$ cat src/rtl/sd_arb_pkg.sv
// Shared types and bus widths for the SD sector-port arbiter.
package sd_arb_pkg;
  localparam int unsigned SD_LBA_W  = 32;
  localparam int unsigned SD_ADDR_W = 9;
  localparam int unsigned SD_DATA_W = 8;

  typedef enum logic [1:0] {IDLE, REQ, XFER, DONE} arb_state_t;
endpackage

$ cat src/rtl/rr_pick.sv
// Combinational round-robin priority encoder: first requester after i_ptr wins.
module rr_pick #(
  parameter int unsigned N = 2,
  localparam int unsigned IdxW = $clog2(N)
) (
  input  logic [N-1:0]    i_req,
  input  logic [IdxW-1:0] i_ptr,
  output logic            o_hit,
  output logic [IdxW-1:0] o_idx
);
  logic [IdxW-1:0] w_cand;

  // Walk from the lowest priority (ptr itself) up to ptr+1 so the last hit wins.
  always_comb begin
    o_hit  = 1'b0;
    o_idx  = '0;
    w_cand = '0;
    for (int k = N; k >= 1; k--) begin
      w_cand = IdxW'((32'(i_ptr) + 32'(k)) % N);
      if (i_req[w_cand]) begin
        o_hit = 1'b1;
        o_idx = w_cand;
      end
    end
  end
endmodule

$ cat src/rtl/sd_sector_arbiter.sv
// Round-robin arbiter sharing one user_io SD sector port among N_CLIENTS requesters.
// Optional request timeout enabled by defining SD_ARB_TIMEOUT_EN.
module sd_sector_arbiter
  import sd_arb_pkg::*;
#(
  parameter int unsigned N_CLIENTS      = 2,
  parameter int unsigned TIMEOUT_CYCLES = 2_000_000
) (
  input  logic                            i_clk_sys,
  input  logic                            i_reset_n,
  input  logic [SD_LBA_W*N_CLIENTS-1:0]   i_cl_lba,
  input  logic [N_CLIENTS-1:0]            i_cl_rd,
  input  logic [N_CLIENTS-1:0]            i_cl_wr,
  output logic [N_CLIENTS-1:0]            o_cl_done,
  output logic [N_CLIENTS-1:0]            o_cl_err,
  output logic [SD_ADDR_W-1:0]            o_cl_buff_addr,
  output logic [SD_DATA_W-1:0]            o_cl_buff_dout,
  output logic [N_CLIENTS-1:0]            o_cl_buff_wr,
  output logic [N_CLIENTS-1:0]            o_cl_din_strobe,
  input  logic [SD_DATA_W*N_CLIENTS-1:0]  i_cl_buff_din,
  output logic [SD_LBA_W-1:0]             o_sd_lba,
  output logic                            o_sd_rd,
  output logic                            o_sd_wr,
  input  logic                            i_sd_ack,
  input  logic [SD_ADDR_W-1:0]            i_sd_buff_addr,
  input  logic [SD_DATA_W-1:0]            i_sd_buff_dout,
  input  logic                            i_sd_buff_wr,
  input  logic                            i_sd_din_strobe,
  output logic [SD_DATA_W-1:0]            o_sd_buff_din
);
  localparam int unsigned IdxW = $clog2(N_CLIENTS);

  if (N_CLIENTS < 2 || N_CLIENTS > 4 || TIMEOUT_CYCLES == 0) begin : g_param_check
    $error("sd_sector_arbiter: illegal parameter value");
  end

  arb_state_t             r_state, w_state_nxt;
  logic [IdxW-1:0]        r_rr_ptr, w_rr_ptr_nxt;
  logic [IdxW-1:0]        r_grant_idx, w_grant_idx_nxt;
  logic [N_CLIENTS-1:0]   r_grant_oh, w_grant_oh_nxt;
  logic [SD_LBA_W-1:0]    r_sd_lba, w_sd_lba_nxt;
  logic                   r_sd_rd, w_sd_rd_nxt;
  logic                   r_sd_wr, w_sd_wr_nxt;
  logic [N_CLIENTS-1:0]   r_cl_done, w_cl_done_nxt;
  logic                   w_hit;
  logic [IdxW-1:0]        w_pick;
  logic [SD_DATA_W-1:0]   w_buff_din;

`ifdef SD_ARB_TIMEOUT_EN
  localparam int unsigned CntW = $clog2(TIMEOUT_CYCLES + 1);
  logic [CntW-1:0]        r_cnt, w_cnt_nxt;
  logic [N_CLIENTS-1:0]   r_cl_err, w_cl_err_nxt;
`endif

  rr_pick #(
    .N (N_CLIENTS)
  ) u_rr_pick (
    .i_req (i_cl_rd | i_cl_wr),
    .i_ptr (r_rr_ptr),
    .o_hit (w_hit),
    .o_idx (w_pick)
  );

  always_comb begin
    w_state_nxt     = r_state;
    w_rr_ptr_nxt    = r_rr_ptr;
    w_grant_idx_nxt = r_grant_idx;
    w_grant_oh_nxt  = r_grant_oh;
    w_sd_lba_nxt    = r_sd_lba;
    w_sd_rd_nxt     = r_sd_rd;
    w_sd_wr_nxt     = r_sd_wr;
    w_cl_done_nxt   = '0;
`ifdef SD_ARB_TIMEOUT_EN
    w_cnt_nxt       = r_cnt;
    w_cl_err_nxt    = '0;
`endif
    unique case (r_state)
      IDLE: begin
        if (w_hit) begin
          w_state_nxt     = REQ;
          w_grant_idx_nxt = w_pick;
          w_grant_oh_nxt  = N_CLIENTS'(1) << w_pick;
          w_sd_lba_nxt    = i_cl_lba[w_pick*SD_LBA_W +: SD_LBA_W];
          // Read wins when a client raises both request lines.
          w_sd_rd_nxt     = i_cl_rd[w_pick];
          w_sd_wr_nxt     = ~i_cl_rd[w_pick];
`ifdef SD_ARB_TIMEOUT_EN
          w_cnt_nxt       = '0;
`endif
        end
      end
      REQ: begin
        if (i_sd_ack) begin
          w_state_nxt = XFER;
          w_sd_rd_nxt = 1'b0;
          w_sd_wr_nxt = 1'b0;
        end
`ifdef SD_ARB_TIMEOUT_EN
        else if (r_cnt == CntW'(TIMEOUT_CYCLES - 1)) begin
          w_state_nxt    = IDLE;
          w_sd_rd_nxt    = 1'b0;
          w_sd_wr_nxt    = 1'b0;
          w_cl_done_nxt  = r_grant_oh;
          w_cl_err_nxt   = r_grant_oh;
          w_rr_ptr_nxt   = r_grant_idx;
          w_grant_oh_nxt = '0;
        end else begin
          w_cnt_nxt = r_cnt + 1'b1;
        end
`endif
      end
      XFER: begin
        if (!i_sd_ack) w_state_nxt = DONE;
      end
      DONE: begin
        w_state_nxt    = IDLE;
        w_cl_done_nxt  = r_grant_oh;
        w_rr_ptr_nxt   = r_grant_idx;
        w_grant_oh_nxt = '0;
      end
    endcase
  end

  always_ff @(posedge i_clk_sys) begin
    if (!i_reset_n) begin
      r_state     <= IDLE;
      r_rr_ptr    <= IdxW'(N_CLIENTS - 1);
      r_grant_idx <= '0;
      r_grant_oh  <= '0;
      r_sd_lba    <= '0;
      r_sd_rd     <= 1'b0;
      r_sd_wr     <= 1'b0;
      r_cl_done   <= '0;
    end else begin
      r_state     <= w_state_nxt;
      r_rr_ptr    <= w_rr_ptr_nxt;
      r_grant_idx <= w_grant_idx_nxt;
      r_grant_oh  <= w_grant_oh_nxt;
      r_sd_lba    <= w_sd_lba_nxt;
      r_sd_rd     <= w_sd_rd_nxt;
      r_sd_wr     <= w_sd_wr_nxt;
      r_cl_done   <= w_cl_done_nxt;
    end
  end

`ifdef SD_ARB_TIMEOUT_EN
  always_ff @(posedge i_clk_sys) begin
    if (!i_reset_n) begin
      r_cnt    <= '0;
      r_cl_err <= '0;
    end else begin
      r_cnt    <= w_cnt_nxt;
      r_cl_err <= w_cl_err_nxt;
    end
  end
  assign o_cl_err = r_cl_err;
`else
  assign o_cl_err = '0;
`endif

  always_comb begin
    w_buff_din = '0;
    for (int k = 0; k < int'(N_CLIENTS); k++) begin
      if (r_grant_oh[k]) w_buff_din = i_cl_buff_din[k*SD_DATA_W +: SD_DATA_W];
    end
  end

  assign o_sd_buff_din   = w_buff_din;
  assign o_cl_buff_wr    = {N_CLIENTS{i_sd_buff_wr}} & r_grant_oh;
  assign o_cl_din_strobe = {N_CLIENTS{i_sd_din_strobe}} & r_grant_oh;
  assign o_cl_buff_addr  = i_sd_buff_addr;
  assign o_cl_buff_dout  = i_sd_buff_dout;
  assign o_sd_lba        = r_sd_lba;
  assign o_sd_rd         = r_sd_rd;
  assign o_sd_wr         = r_sd_wr;
  assign o_cl_done       = r_cl_done;
endmodule

$ cat config.mk
export PLATFORM = sky130hd
export DESIGN_NAME = sd_sector_arbiter
export DESIGN_NICKNAME = d
export VERILOG_FILES = /design/src/rtl/sd_arb_pkg.sv /design/src/rtl/rr_pick.sv /design/src/rtl/sd_sector_arbiter.sv
export SDC_FILE = /design/constraint.sdc
export NUM_CORES = 1
export LEC_CHECK = 0
export ABC_AREA = 1
export ABC_CLOCK_PERIOD_IN_PS = 1500
export CAP_MARGIN = 20
export CORE_MARGIN = 3
export CORE_UTILIZATION = 27
export DETAILED_ROUTE_END_ITERATION = 8
export DONT_BUFFER_PORTS = 1
export MAX_ROUTING_LAYER = met4
export SLEW_MARGIN = 5
export SYNTH_ARGS = -nofsm -noshare
export SYNTH_HDL_FRONTEND = slang
export SYNTH_SLANG_ARGS = --single-unit
$ cat constraint.sdc
create_clock -name i_clk_sys -period 1.5 [get_ports i_clk_sys]
set_clock_uncertainty 0.05 [all_clocks]
set_input_delay 0.225 -clock i_clk_sys [delete_from_list [all_inputs] [get_ports i_clk_sys]]
set_output_delay 0.225 -clock i_clk_sys [all_outputs]
set_load 0.03 [all_outputs]
==> flow_metrics.tcl <==
set metrics [dict create \
    fin_nets 461 \
    syn_area_um2 2490 \
    synth-edff-count 0 \
    setup.worst_path.class "reg2out" \
    start_util 0.281 \
    cts_buffer_depth 2 \
    synthCells 369 \
    place_area_um2 2450 \
    area_delta_synth_final_pct 3.77 \
    hold_violations 0 \
    diodes 0 \
    design.core.area_um2 8850 \
    die_width_um 102 \
    final_common_cell "nand2_1" \
    antenna_found_initial 0 \
    cp-start-kind "register" \
    slew_viol_final 0 \
    clk_pin_slew_ns 0.08 \
    dieHeight_um 102 \
    r2r_end "o_sd_lba[29]" \
    critPathArrivalTime_ns 1.16 \
    reg2regPathDepth 8 \
    grt_pass1_vias 2024 \
    routabilityCongestion 0.742 \
    detail_route.vias_per_cell 4.80 \
    hold_path_end "o_cl_done[0]" \
    cts_made_buffers 5 \
    drt-initial-drc-count 43 \
    hold_start "i_reset_n" \
    wl_per_cell_um 14.9 \
    cts_tree "done" \
    stdcell_area_um2 2580 \
    crit_path_end_kind "primary output" \
    cts_root_buf "clkbuf_8" \
    timing.final.crit_share 0.955 \
    dr.pass1.iters 4 \
    power_uw 5120 \
    outcome "finished, final reports clean" \
    p_per_area_nw_per_um2 1980 \
    io_pins 173 \
    fp-row-count 34 \
    grt_first_pass_wirelength_um 10000 \
    power_leakage_uw 0.00122 \
    cap_violations 0 \
    rrSetupSlack_ns 0.12 \
    worstPathRequired_ns 1.22 \
    min_period_ns 1.43 \
    route.vias.total 2210 \
    yosysWarnings 0 \
    fmax_ghz 0.698 \
    fin_ws_ns 0.0676 \
    ys_seq_elements 42 \
    yosysUniqueCellTypes 24 \
    clk_latency_ns 0.29 \
    fin_util 0.292 \
    worst-path-max-fanout 10 \
    wirelength_um 6870 \
    ant_nets 0 \
    ir_drop_uv 683 \
    htreeDepth 2 \
    grt_overflow 0 \
    grt_start_max_net_pins 39 \
    ys_seq_area_frac 0.338 \
    setup_viol 0 \
    synth_top_flop_cell "dfxtp_1" \
    port_buffers 0 \
    dieArea_um2 10400 \
    hold_depth 1 \
    layout_common_cells "nand2_1 (100), nand3_1 (44), inv_1 (41), dfxtp_1 (40), a21oi_1 (35)" \
    clkSinkCount 42 \
    async_flop_share 0 \
    dp_slack_ns 0.0297 \
    holdWs_ns 0.0564 \
    synth_area_per_cell_um2 6.74 \
    regToRegStartpoint "r_state[0]" \
    drive_above_1_share 0.102 \
    drc 0 \
    min_path_type "in2reg" \
    track_usage 0.127 \
    dp_hpwl_um 5000 \
]
==> synth_stat cells, types with 2 or more instances <==
| cell | count | area [µm²] |
|---|---|---|
| a21oi_1 | 35 | 175 |
| buf_2 | 9 | 45.0 |
| buf_4 | 21 | 158 |
| buf_6 | 5 | 56.3 |
| clkbuf_1 | 6 | 22.5 |
| dfxtp_1 | 42 | 841 |
| ha_1 | 4 | 50.1 |
| inv_1 | 41 | 154 |
| nand2_1 | 104 | 390 |
| nand2_4 | 2 | 22.5 |
| nand3_1 | 44 | 220 |
| nand3b_1 | 28 | 210 |
| nand4_1 | 3 | 18.8 |
| nor2_1 | 14 | 52.6 |
| o211ai_1 | 2 | 15.0 |
==> final cells by class <==
class | count | area (µm²)
clock inverter | 1 | 5.00
tap | 108 | 135
clock buffer | 7 | 86.3
sequential | 42 | 843
fill | 1005 | 6270
multi-input combinational | 243 | 1220
inverter | 44 | 168
timing repair buffer | 15 | 119
==> report_power, final <==
part / internal (µW) / switching, µW / leakage (µW) / total (µW)
clock: 372 / 398 / 0.0000482 / 771
combinational: 725 / 1310 / 0.000822 / 2030
sequential: 1470 / 853 / 0.000347 / 2320
==> sequential cells by signal, indices dropped and copies added (netlist names) <==
register and count:
o_sd_wr 1, r_grant_oh 2, r_grant_idx 1, o_cl_done 2, r_rr_ptr 1, o_sd_lba 32, r_state 2, o_sd_rd 1
==> how the worst max path moves through the flow <==
stage / from / endpoint / cells past startpoint
finish: r_grant_oh[1] / o_sd_buff_din[0] / 3
global route: r_state[0] / o_sd_lba[30] / 8
CTS: r_state[0] / r_grant_oh[0] / 6
detailed placement: r_state[0] / r_grant_oh[0] / 6
global placement: r_state[0] / r_grant_oh[1] / 6
floorplan: r_state[0] / o_sd_rd / 7
==> metrics by stage <==
step	setup TNS (ns)	instances
3_5_place_dp	0	451
2_1_floorplan	0	370
4_1_cts	0	460
3_3_place_gp	0	451
6_report	0	460
5_1_grt	-0.00121	460
==> kinds of logic after synthesis <==
family | count (synthesis) | synth area share
compound gates | 38 | 0.0830
fa+ha+maj | 4 | 0.0201
buf+inv | 85 | 0.180
flops | 42 | 0.338
other cells | 1 | 0.00151
simple gates | 199 | 0.377
==> routing by layer <==
| metal | vias to the layer above | track usage | share of wire |
|---|---|---|---|
| met1 | 1000 | 0.158 | 0.44 |
| met2 | 89 | 0.201 | 0.46 |
| met5 | - | - | 0 |
| li1 | 1109 | - | - |
| met4 | 0 | 0.0303 | 0.0097 |
| met3 | 12 | 0.0410 | 0.089 |
==> what timing repair did <==
item / CTS / global route
hold buffers: 1 / 0
endpoints found under the hold margin: 3 / 0
cloned: 0 / 0
gates resized for setup: 2 / 8
setup endpoints to repair: 8 / 41
setup buffers: 0 / 0
==> worst max-delay path, stage by stage, from the launching register on <==
cell and delay (ns):
dfxtp_1 0.38, buf_4 0.18, nand2_1 0.06, nand2_1 0.24
Note: power is estimated with default switching activity, not from simulation.
